**src/rtl/addsub_shared_arbiter.sv**
```systemverilog
// Round-robin arbiter sharing one N-bit adder/subtractor between two requesters,
// with a registered, ID-tagged response. Define ADDSUB_ARB_SAT_EN to saturate on overflow.

module Adder_Subtractor_Nbit #(
  parameter int N = 8
) (
  input  logic [N-1:0] x,
  input  logic [N-1:0] y,
  input  logic         sub,
  output logic [N-1:0] s,
  output logic         cout,
  output logic         overflow
);
  logic [N-1:0] y_eff;
  logic [N:0]   sum;

  // Subtract as x + ~y + 1; overflow is judged on the inverted operand.
  assign y_eff    = y ^ {N{sub}};
  assign sum      = {1'b0, x} + {1'b0, y_eff} + {{N{1'b0}}, sub};
  assign s        = sum[N-1:0];
  assign cout     = sum[N];
  assign overflow = (x[N-1] == y_eff[N-1]) & (s[N-1] != x[N-1]);
endmodule

module addsub_shared_arbiter #(
  parameter int N = 8
) (
  input  logic         clk,
  input  logic         reset_n,
  input  logic         req0_valid,
  output logic         req0_ready,
  input  logic [N-1:0] req0_x,
  input  logic [N-1:0] req0_y,
  input  logic         req0_sub,
  input  logic         req1_valid,
  output logic         req1_ready,
  input  logic [N-1:0] req1_x,
  input  logic [N-1:0] req1_y,
  input  logic         req1_sub,
  output logic         rsp_valid,
  input  logic         rsp_ready,
  output logic         rsp_id,
  output logic [N-1:0] rsp_s,
  output logic         rsp_cout,
  output logic         rsp_overflow
);
  typedef enum logic {EMPTY, FULL} state_t;

  state_t       state, state_next;
  logic         last_grant;
  logic         grant, grant_valid;
  logic         can_accept, accept;
  logic [N-1:0] add_x, add_y, add_s, cap_s;
  logic         add_sub, add_cout, add_ovf;

  always_comb begin
    grant_valid = req0_valid | req1_valid;
    grant       = 1'b0;
    if (req0_valid & req1_valid) grant = ~last_grant;
    else if (req1_valid)         grant = 1'b1;
  end

  // reset_n gates the handshake so nothing completes while reset is held.
  assign can_accept = (state == EMPTY) | rsp_ready;
  assign accept     = can_accept & grant_valid & reset_n;
  assign req0_ready = accept & ~grant;
  assign req1_ready = accept & grant;

  assign add_x   = grant ? req1_x   : req0_x;
  assign add_y   = grant ? req1_y   : req0_y;
  assign add_sub = grant ? req1_sub : req0_sub;

  Adder_Subtractor_Nbit #(.N(N)) u_addsub (
    .x        (add_x),
    .y        (add_y),
    .sub      (add_sub),
    .s        (add_s),
    .cout     (add_cout),
    .overflow (add_ovf)
  );

`ifdef ADDSUB_ARB_SAT_EN
  // A clear MSB on an overflowed sum means the true result was negative.
  assign cap_s = !add_ovf ? add_s :
                 add_s[N-1] ? {1'b0, {(N-1){1'b1}}} : {1'b1, {(N-1){1'b0}}};
`else
  assign cap_s = add_s;
`endif

  always_comb begin
    state_next = state;
    case (state)
      EMPTY: if (accept) state_next = FULL;
      FULL:  if (rsp_ready && !accept) state_next = EMPTY;
      default: state_next = EMPTY;
    endcase
  end

  always_ff @(posedge clk or negedge reset_n) begin
    if (!reset_n) begin
      state        <= EMPTY;
      last_grant   <= 1'b1;
      rsp_id       <= 1'b0;
      rsp_s        <= '0;
      rsp_cout     <= 1'b0;
      rsp_overflow <= 1'b0;
    end else begin
      state <= state_next;
      if (accept) begin
        last_grant   <= grant;
        rsp_id       <= grant;
        rsp_s        <= cap_s;
        rsp_cout     <= add_cout;
        rsp_overflow <= add_ovf;
      end
    end
  end

  assign rsp_valid = (state == FULL);
endmodule

```
**config.mk**
```make
export PLATFORM = sky130hd
export DESIGN_NAME = addsub_shared_arbiter
export DESIGN_NICKNAME = d
export VERILOG_FILES = /design/src/rtl/addsub_shared_arbiter.sv
export SDC_FILE = /design/constraint.sdc
export NUM_CORES = 1
export LEC_CHECK = 0
export BUFFER_PORTS_ARGS = -buffer_cell sky130_fd_sc_hd__buf_2
export CAP_MARGIN = 20
export CELL_PAD_IN_SITES_DETAIL_PLACEMENT = 0
export CELL_PAD_IN_SITES_GLOBAL_PLACEMENT = 2
export CORE_MARGIN = 2
export CORE_UTILIZATION = 23
export CTS_BUF_LIST = sky130_fd_sc_hd__clkbuf_8 sky130_fd_sc_hd__clkbuf_16
export DETAILED_ROUTE_END_ITERATION = 8
export MAX_ROUTING_LAYER = met4
export PLACE_DENSITY_LB_ADDON = 0.3
export SLEW_MARGIN = 5
export SYNTH_ARGS = -nofsm -noshare
export SYNTH_HDL_FRONTEND = slang
export SYNTH_SLANG_ARGS = --single-unit
```
**constraint.sdc**
```tcl
create_clock -name clk -period 3 [get_ports clk]
set_clock_uncertainty 0.05 [all_clocks]
set_input_delay 0.45 -clock clk [delete_from_list [all_inputs] [get_ports clk]]
set_output_delay 0.45 -clock clk [all_outputs]
set_load 0.01 [all_outputs]
```
==> results of run 1 <==
## worst max-delay path: cells and delay by family, from the launching register on
family | cells | cell delay [ns]
AO/OA/AOI/OAI | 7 | 1.27
flip-flops | 1 | 0.55
adder cells (fa/ha/maj) | 1 | 0.47
buffers and inverters | 1 | 0.16
AND/OR/NAND/NOR | 1 | 0.05
## state kept, by name, summed over array words and instances (netlist names)
name / count
rsp_id: 1
rsp_valid: 1
last_grant: 1
rsp_cout: 1
rsp_s: 8
rsp_overflow: 1
## synthesized netlist by cell type (2+ instances only)
library cell	n
nand2_1	20
o21ai_0	13
dfrtp_1	12
xnor2_1	10
xor2_1	10
ha_1	7
mux2_2	7
a21oi_1	6
nor2_1	5
clkbuf_1	4
inv_1	4
a21o_1	3
mux2i_1	3
a211oi_1	2
nor3_1	2
o211ai_1	2
o21a_1	2
o21ai_1	2
## cells by family after synthesis
kind of cell	Yosys count	synth area share
AOI/OAI and AO/OA	38	0.218
and+or+nand+nor	32	0.115
xor gates and xnor gates	20	0.150
DFF	13	0.279
muxes	11	0.105
buffers and inverters	10	0.0417
adders and majority gates	8	0.0919
## cell type report
class / instances / area [µm²] / area share
multi-input cells: 109 / 796 / 0.512
flip-flops and latches: 13 / 327 / 0.210
repair buffers: 54 / 288 / 0.185
well taps: 67 / 83.8 / 0.0539
clock buffers: 3 / 41.3 / 0.0266
inverters: 4 / 15.0 / 0.00966
clock inverters: 1 / 3.75 / 0.00242
## through the flow
stage | instance area (µm²) | setup WS (ns)
after detailed placement | 1510 | 0.0758
after CTS | 1550 | 0.295
after global routing | 1550 | 0.147
final | 1550 | 0.328
after global placement | 1510 | 0.145
after floorplan | 1170 | 0.0663
## layer usage
layer / vias up / wire length, µm / track usage
met5: - / 0 / -
met4: 0 / 55 / 0.0526
met3: 5 / 188 / 0.0146
met2: 43 / 1250 / 0.175
met1: 477 / 1380 / 0.154
li1: 567 / - / -
## power groups by stage
stage / combinational (mW) / clock (mW) / sequential, mW
after global routing: 0.460 / 0.168 / 0.268
after detailed placement: 0.411 / 0 / 0.264
final: 0.405 / 0.151 / 0.260
after floorplan: 0.238 / 0 / 0.291
after CTS: 0.413 / 0.161 / 0.261
after global placement: 0.406 / 0 / 0.262
## how the worst max path moves through the flow
stage | endpoint | slack, ns | cells after the start
global route | rsp_cout | 0.15 | 10
CTS | rsp_cout | 0.29 | 10
finish | rsp_cout | 0.33 | 10
detailed placement | rsp_cout | 0.08 | 10
floorplan | rsp_cout | 0.07 | 9
global placement | rsp_cout | 0.15 | 9
==> impl_metrics.env, run 1 <==
export IMPL_synthTopCellsByArea="dfrtp_1 26%, ha_1 7.5%, xnor2_1 7.5%, xor2_1 7.5%, mux2_2 6.7%"
export IMPL_die_area_um2=5680
export IMPL_rr_startpoint="last_grant"
export IMPL_rsz0062_at_grt="no"
export IMPL_layout_cells_most_common="buf_2"
export IMPL_final_layout_size_suffix_gt1_frac=0.370
export IMPL_globalplace_congestion=0.757
export IMPL_rows=25
export IMPL_drtAntennaViolNets=0
export IMPL_floorplan_initialDensity=0.243
export IMPL_leakage_nw=0.767
export IMPL_setup_worst_path_start="last_grant"
export IMPL_setup_violations=0
export IMPL_sw_frac_of_total=0.375
export IMPL_maxCapViolCount=0
export IMPL_clkLatencyLatePin_ns=0.24
export IMPL_fp_dieH_um=75.4
export IMPL_grt_max_degree=24
export IMPL_fmax_mhz=374
export IMPL_ctsHoldBuffers=0
export IMPL_report_final_slew_viol_count=0
export IMPL_cts_tree="done"
export IMPL_synth_avg_cell_area_um2=8.87
export IMPL_start_kind="flop"
export IMPL_p_sw_uw=306
export IMPL_cts_buffers=3
export IMPL_cp_cell_sequence="a21boi_4 > buf_12 > nand2_1 > o21ai_0 > fa_1 > a21o_1 > a21oi_1 > o21ai_0 > o211a_1 > o41a_1"
export IMPL_yosysUniqueCellTypes=36
export IMPL_crit_path_frequent_cell="o21ai_0"
export IMPL_setup_tns_ns=0
export IMPL_slew_headroom=0.712
export IMPL_crit_fanout=22
export IMPL_synth_nets=179
export IMPL_post_route_period_util=0.891
export IMPL_ctsHtreeMaxLevel=1
export IMPL_fp_dieW_um=75.4
export IMPL_synthArstFlopShare=1.00
export IMPL_syn_cell_area_um2=1170
export IMPL_pwr_share_clk=0.185
export IMPL_clockRootBuffer="clkbuf_8"
export IMPL_fill_cells=543
export IMPL_ys_flop_type="dfrtp_1"
export IMPL_grt_pass1_wl_um=4880
export IMPL_seq_power_share=0.318
export IMPL_hold_worst_slack_ns=0.0482
export IMPL_r2r_worst_path_cells=10
export IMPL_clkTransAtPathRegs_ns=0.05
export IMPL_worst_setup_path_type="flop to flop"
export IMPL_dpl_cell_count=247
export IMPL_grt_overflow_total=0
export IMPL_fin_util=0.323
export IMPL_post_cts_buffers=0
export IMPL_place_hpwl_um=2480
export IMPL_cpMaxStageDelayCell="dfstp_2"
export IMPL_ys_seq_elements=13
export IMPL_end_kind="flop"
export IMPL_arrival_ns=2.75
export IMPL_synth_top_area_frac=0.256
export IMPL_area_growth_pct=32.7
export IMPL_r2r_slack_ns=0.33
export IMPL_io_pins=53
export IMPL_first_global_vias=1060
export IMPL_cts_buffer_depth=2
export IMPL_power_internal_uw=510
export IMPL_power_uw=816
export IMPL_tightest_slew_ns=0.427
export IMPL_synth_largest_area_cell="dfrtp_1"
export IMPL_power_density_nw_per_um2=525
export IMPL_yosysSeqAreaShare=0.279
export IMPL_wl_um=2870
export IMPL_critPathMaxStageDelay_ns=0.55
export IMPL_wl_per_cell_um=11.4
export IMPL_hold_violations=0
export IMPL_port_buffers=52
export IMPL_syn_inst=132
export IMPL_hold_path_class="input pin to async pin"
export IMPL_synth_edf_count=0
export IMPL_status="finished, final reports clean"
export IMPL_fin_cells=251
export IMPL_power_frac_comb=0.496
export IMPL_avgViaCountPerCell=4.35
export IMPL_cts_sinks=13
export IMPL_period_minus_slack_ns=2.67
export IMPL_dr_pass1_iters=4
export IMPL_cts_resized=0
export IMPL_ys_warn_count=0
export IMPL_finalNetCount=232
export IMPL_n_antenna_cell=0
export IMPL_vias=1092
export IMPL_antenna_found_initial=0
export IMPL_cp_required_ns=3.07
export IMPL_drtIter0Drc=56
export IMPL_drc=0
export IMPL_ir_drop_v=0.000120
export IMPL_track_usage=0.116
export IMPL_core_area_um2=4820
export IMPL_final_cell_mix="52 x buf_2, 20 x nand2_1, 13 x o21ai_0"
export IMPL_rr_endpoint="rsp_cout"
Power figures use the tool's default switching activity.
==> inputs of run 2 (changes only) <==
--- a/config.mk
+++ b/config.mk
@@ -10,7 +10,7 @@
 export CELL_PAD_IN_SITES_DETAIL_PLACEMENT = 0
 export CELL_PAD_IN_SITES_GLOBAL_PLACEMENT = 2
 export CORE_MARGIN = 2
-export CORE_UTILIZATION = 23
+export CORE_UTILIZATION = 28
 export CTS_BUF_LIST = sky130_fd_sc_hd__clkbuf_8 sky130_fd_sc_hd__clkbuf_16
 export DETAILED_ROUTE_END_ITERATION = 8
 export MAX_ROUTING_LAYER = met4
==> constraint.sdc (replaced) <==
create_clock -name clk -period 3.4 [get_ports clk]
set_clock_uncertainty 0.05 [all_clocks]
set_input_delay 0.51 -clock clk [delete_from_list [all_inputs] [get_ports clk]]
set_output_delay 0.51 -clock clk [all_outputs]
set_load 0.01 [all_outputs]
==> run 2 against run 1 <==
Via count shrank 0.18%. Clock-buffer cell count is the same. Global-route usage grew 1.4 points. Total power shrank 12%. Cell count shrank 6.8%. Core utilization grew 5.8 points. Largest cell class unchanged. Highest routed layer unchanged.
==> impl_metrics.env, run 2 (same netlist as run 1, synthesis figures left out) <==
export IMPL_report_final_slew_viol_count=0
export IMPL_largest_reg_flops=8
export IMPL_die_area_um2=4720
export IMPL_n_antenna_cell=0
export IMPL_wl_um=2840
export IMPL_fmax_mhz=360
export IMPL_port_buffers=52
export IMPL_ctsHtreeMaxLevel=1
export IMPL_arrival_ns=2.89
export IMPL_avgViaCountPerCell=4.66
export IMPL_path_buf_inv=2
export IMPL_clockRootBuffer="clkbuf_8"
export IMPL_cp_cell_sequence="buf_2 > a21boi_4 > buf_4 > mux2_2 > ha_1 > nand4_1 > nor3b_1 > nor3_1 > o31ai_2"
export IMPL_dr_pass1_iters=4
export IMPL_power_internal_uw=449
export IMPL_grt_pass1_wl_um=4400
export IMPL_final_layout_size_suffix_gt1_frac=0.375
export IMPL_cts_buffers=3
export IMPL_tightest_slew_ns=0.376
export IMPL_track_usage=0.130
export IMPL_cts_buffer_depth=2
export IMPL_maxCapViolCount=0
export IMPL_first_global_vias=1038
export IMPL_seq_power_share=0.319
export IMPL_clkLatencyLatePin_ns=0.24
export IMPL_post_route_period_util=0.817
export IMPL_grt_overflow_total=0
export IMPL_place_hpwl_um=2450
export IMPL_clkTransAtPathRegs_ns=0.06
export IMPL_fp_dieW_um=68.7
export IMPL_crit_fanout=15
export IMPL_io_pins=53
export IMPL_area_growth_pct=29.9
export IMPL_cts_sinks=13
export IMPL_globalplace_congestion=0.742
export IMPL_slew_headroom=0.747
export IMPL_wl_per_cell_um=12.1
export IMPL_power_density_nw_per_um2=474
export IMPL_cts_resized=0
export IMPL_ctsHoldBuffers=0
export IMPL_ir_drop_v=0.000120
export IMPL_setup_violations=0
export IMPL_fp_dieH_um=68.7
export IMPL_layout_cells_most_common="buf_2"
export IMPL_end_kind="flop"
export IMPL_setup_tns_ns=0
export IMPL_pwr_share_clk=0.189
export IMPL_drtIter0Drc=21
export IMPL_final_cell_mix="52 x buf_2, 20 x nand2_1, 13 x o21ai_0"
export IMPL_drc=0
export IMPL_fin_util=0.380
export IMPL_finalNetCount=232
export IMPL_hold_path_class="input pin to async pin"
export IMPL_vias=1090
export IMPL_leakage_nw=0.761
export IMPL_start_kind="input pin"
export IMPL_post_cts_buffers=0
export IMPL_worst_setup_path_type="input pin to flop"
export IMPL_power_frac_comb=0.492
export IMPL_drtAntennaViolNets=0
export IMPL_critPathMaxStageDelay_ns=0.40
export IMPL_period_minus_slack_ns=2.78
export IMPL_status="finished, final reports clean"
export IMPL_grt_max_degree=25
export IMPL_core_area_um2=4000
export IMPL_cts_tree="done"
export IMPL_sw_frac_of_total=0.378
export IMPL_cp_required_ns=3.51
export IMPL_cpMaxStageDelayCell="nor3b_1"
export IMPL_rsz0062_at_grt="no"
export IMPL_largest_register="rsp_s"
export IMPL_rows=23
export IMPL_floorplan_initialDensity=0.293
export IMPL_critPathTopFamily="simple AND/OR/NAND/NOR gates"
export IMPL_antenna_found_initial=0
export IMPL_hold_violations=0
export IMPL_p_sw_uw=272
run 2: power by group through the flow:
stage	sequential, mW	clock [mW]	combinational (mW)
6_report	0.230	0.136	0.355
5_1_grt	0.238	0.153	0.399
4_1_cts	0.231	0.145	0.361
3_5_place_dp	0.234	0	0.359
3_3_place_gp	0.231	0	0.352
2_1_floorplan	0.257	0	0.210
run 2: final timing paths:
check / from / to / slack (ns) / cells after the start
min reg2reg: rsp_s[2] / rsp_s[2] / 0.42 / 2
max: req0_valid / rsp_s[7] / 0.62 / 9
max reg2reg: last_grant / rsp_s[7] / 0.64 / 8
max in group asynchronous: reset_n / last_grant / 2.91 / 1
min: reset_n / rsp_valid / 0.1 / 1
min in group clk: rsp_s[2] / rsp_s[2] / 0.42 / 2
run 2: per-layer routing:
metal  wire length, µm  track usage  share of wire  vias up
li1                  -            -              -      568
met1              1210        0.147           0.42      487
met2              1460        0.222           0.51       32
met3               143       0.0162          0.050        3
met4                28       0.0675         0.0099        0
met5                 0            -              0        -
run 2: stage by stage:
| step | setup WS (ns) | instances | cell area, µm² | hold WS [ns] | power [mW] |
|---|---|---|---|---|---|
| CTS | 0.614 | 234 | 1520 | 0.103 | 0.737 |
| floorplan | 0.406 | 132 | 1170 | 0.164 | 0.467 |
| global route | 0.431 | 234 | 1520 | 0.114 | 0.791 |
| finish | 0.621 | 234 | 1520 | 0.0999 | 0.721 |
| global placement | 0.408 | 230 | 1480 | 0.367 | 0.583 |
| detailed placement | 0.352 | 230 | 1480 | 0.374 | 0.594 |
run 2: layout make-up:
cell class | instances | area [µm²]
fillers | 424 | 2480
inverters | 4 | 15.0
clock buffers | 3 | 41.3
well taps | 50 | 62.6
clock inverters | 1 | 5.00
flip-flops and latches | 13 | 327
multi-input cells | 109 | 796
repair buffers | 54 | 275
==> inputs of run 3 (changes only) <==
--- a/config.mk
+++ b/config.mk
@@ -10,7 +10,7 @@
 export CELL_PAD_IN_SITES_DETAIL_PLACEMENT = 0
 export CELL_PAD_IN_SITES_GLOBAL_PLACEMENT = 2
 export CORE_MARGIN = 2
-export CORE_UTILIZATION = 28
+export CORE_UTILIZATION = 26
 export CTS_BUF_LIST = sky130_fd_sc_hd__clkbuf_8 sky130_fd_sc_hd__clkbuf_16
 export DETAILED_ROUTE_END_ITERATION = 8
 export MAX_ROUTING_LAYER = met4
==> constraint.sdc (replaced) <==
create_clock -name clk -period 2.8 [get_ports clk]
set_clock_uncertainty 0.05 [all_clocks]
set_input_delay 0.42 -clock clk [delete_from_list [all_inputs] [get_ports clk]]
set_output_delay 0.42 -clock clk [all_outputs]
set_load 0.01 [all_outputs]
==> run 3 against run 2 <==
Sequential share of layout area fell by 0.53 points. Via count rose by 2.1%. Critical endpoint is now rsp_cout. Routed wire length fell by 1.8%. Combinational power rose by 24%. Total power rose by 22%. Worst setup slack got worse by 0.45 ns. Cell count rose by 3.0%. Non-clock buffer count rose by 5. Highest routed layer unchanged.
==> impl_metrics.env, run 3 (same netlist as run 1, synthesis figures left out) <==
export IMPL_fin_cells=241
export IMPL_start_kind="flop"
export IMPL_grt_overflow_total=0
export IMPL_place_hpwl_um=2460
export IMPL_crit_fanout=17
export IMPL_dr_wl_met3_um=101
export IMPL_fp_dieW_um=71.1
export IMPL_maxCapViolCount=0
export IMPL_final_cell_mix="52 x buf_2, 20 x nand2_1, 13 x o21ai_0"
export IMPL_clockRootBuffer="clkbuf_8"
export IMPL_crit_path_end="rsp_cout"
export IMPL_fin_util=0.358
export IMPL_r2r_slack_ns=0.18
export IMPL_antenna_found_initial=0
export IMPL_power_uw=878
export IMPL_drtIter0Drc=21
export IMPL_clkLatencyLatePin_ns=0.23
export IMPL_post_route_period_util=0.937
export IMPL_dr_pass1_iters=4
export IMPL_report_final_slew_viol_count=0
export IMPL_layout_cells_most_common="buf_2"
export IMPL_leakage_nw=0.787
export IMPL_drtAntennaViolNets=0
export IMPL_fill_cells=472
export IMPL_setup_violations=0
export IMPL_n_antenna_cell=0
export IMPL_first_global_vias=1078
export IMPL_wl_met2_um=1480
export IMPL_wl_met1_um=1180
export IMPL_core_area_um2=4350
export IMPL_final_layout_size_suffix_gt1_frac=0.386
export IMPL_post_cts_buffers=0
export IMPL_globalplace_congestion=0.881
export IMPL_routed_top_layer="met4"
export IMPL_finalNetCount=237
export IMPL_hold_worst_slack_ns=0.0186
export IMPL_avgViaCountPerCell=4.62
export IMPL_worst_setup_path_type="flop to flop"
export IMPL_wl_um=2780
export IMPL_clkTransAtPathRegs_ns=0.05
export IMPL_critPathMaxStageDelay_ns=0.55
export IMPL_fmax_mhz=381
export IMPL_rr_startpoint="last_grant"
export IMPL_rsz0062_at_grt="no"
export IMPL_status="finished, final reports clean"
export IMPL_path_buf_inv=1
export IMPL_cp_cell_sequence="a21boi_4 > buf_4 > nand2_1 > o21ai_0 > fa_1 > a21o_1 > a21oi_1 > o21ai_0 > o211a_1 > o41a_1"
export IMPL_rows=24
export IMPL_cp_required_ns=2.87
export IMPL_hold_violations=0
export IMPL_dpl_cell_count=237
export IMPL_cts_buffer_depth=2
export IMPL_fin_ws_ns=0.176
export IMPL_pre_cts_ws_ns=-0.0412
export IMPL_fp_dieH_um=71.1
export IMPL_grt_max_degree=18
export IMPL_floorplan_initialDensity=0.269
export IMPL_period_minus_slack_ns=2.62
export IMPL_hold_path_class="input pin to async pin"
export IMPL_die_area_um2=5060
export IMPL_cts_resized=0
export IMPL_fin_area_um2=1560
export IMPL_setup_worst_path_start="last_grant"
export IMPL_slew_headroom=0.763
export IMPL_cpMaxStageDelayCell="dfstp_2"
export IMPL_drc=0
export IMPL_critPathTopFamily="compound AO/OA/AOI/OAI gates"
export IMPL_cts_sinks=13
export IMPL_end_kind="flop"
export IMPL_vias=1113
export IMPL_crit_path_frequent_cell="o21ai_0"
export IMPL_cts_tree="done"
export IMPL_io_pins=53
export IMPL_ir_drop_v=0.000194
export IMPL_ctsHtreeMaxLevel=1
export IMPL_cp_depth=10
export IMPL_tightest_slew_ns=0.352
export IMPL_port_buffers=52
export IMPL_cts_buffers=3
export IMPL_area_growth_pct=33.2
export IMPL_r2r_worst_path_cells=10
export IMPL_ctsHoldBuffers=0
export IMPL_arrival_ns=2.69
export IMPL_wl_per_cell_um=11.6
export IMPL_largest_reg_flops=8
export IMPL_grt_pass1_wl_um=4560
export IMPL_power_density_nw_per_um2=563
export IMPL_setup_tns_ns=0
export IMPL_track_usage=0.115
export IMPL_rr_endpoint="rsp_cout"
export IMPL_postPlaceCellArea_um2=1520
export IMPL_largest_register="rsp_s"
-- run 3: changes by cell type in the layout (fill, tap and decap cells not counted) --
cell | before | now
inv_1 | 4 | 5
clkinv_2 | 1 | 0
buf_4 | 2 | 7
-- run 3: cell type report --
type,count,area [µm²],area share
clock buffer,3,41.3,0.0265
timing repair buffer,59,313,0.200
multi-input combinational,109,796,0.510
sequential,13,327,0.209
inverter,4,15.0,0.00962
clock inverter,1,3.75,0.00241
tap,52,65.1,0.0417
-- run 3: power breakdown --
group | total, mW | switching [mW] | leakage, nW | internal [mW]
clock | 0.158 | 0.0618 | 0.0269 | 0.0965
combinational | 0.440 | 0.231 | 0.602 | 0.209
sequential | 0.279 | 0.0293 | 0.157 | 0.250
-- run 3: worst min-delay path by stage --
stage | from | to
final | reset_n | rsp_s[4]
after global routing | reset_n | rsp_s[5]
after CTS | reset_n | rsp_s[4]
after detailed placement | reset_n | rsp_s[4]
after global placement | reset_n | rsp_s[4]
after floorplan | reset_n | rsp_cout
-- run 3: routing by layer --
layer  vias to the layer above  track usage
met5                         -            -
met4                         0       0.0252
met3                         2       0.0256
met2                        21        0.199
met1                       510        0.136
li1                        580            -
-- run 3: worst register-to-register path: cells and delay by family, from the launching register on --
kind | cells | cell delay (ns)
flip-flops | 1 | 0.55
adder cells (fa/ha/maj) | 1 | 0.46
AND/OR/NAND/NOR | 1 | 0.06
buffers and inverters | 1 | 0.20
AO/OA/AOI/OAI | 7 | 1.18
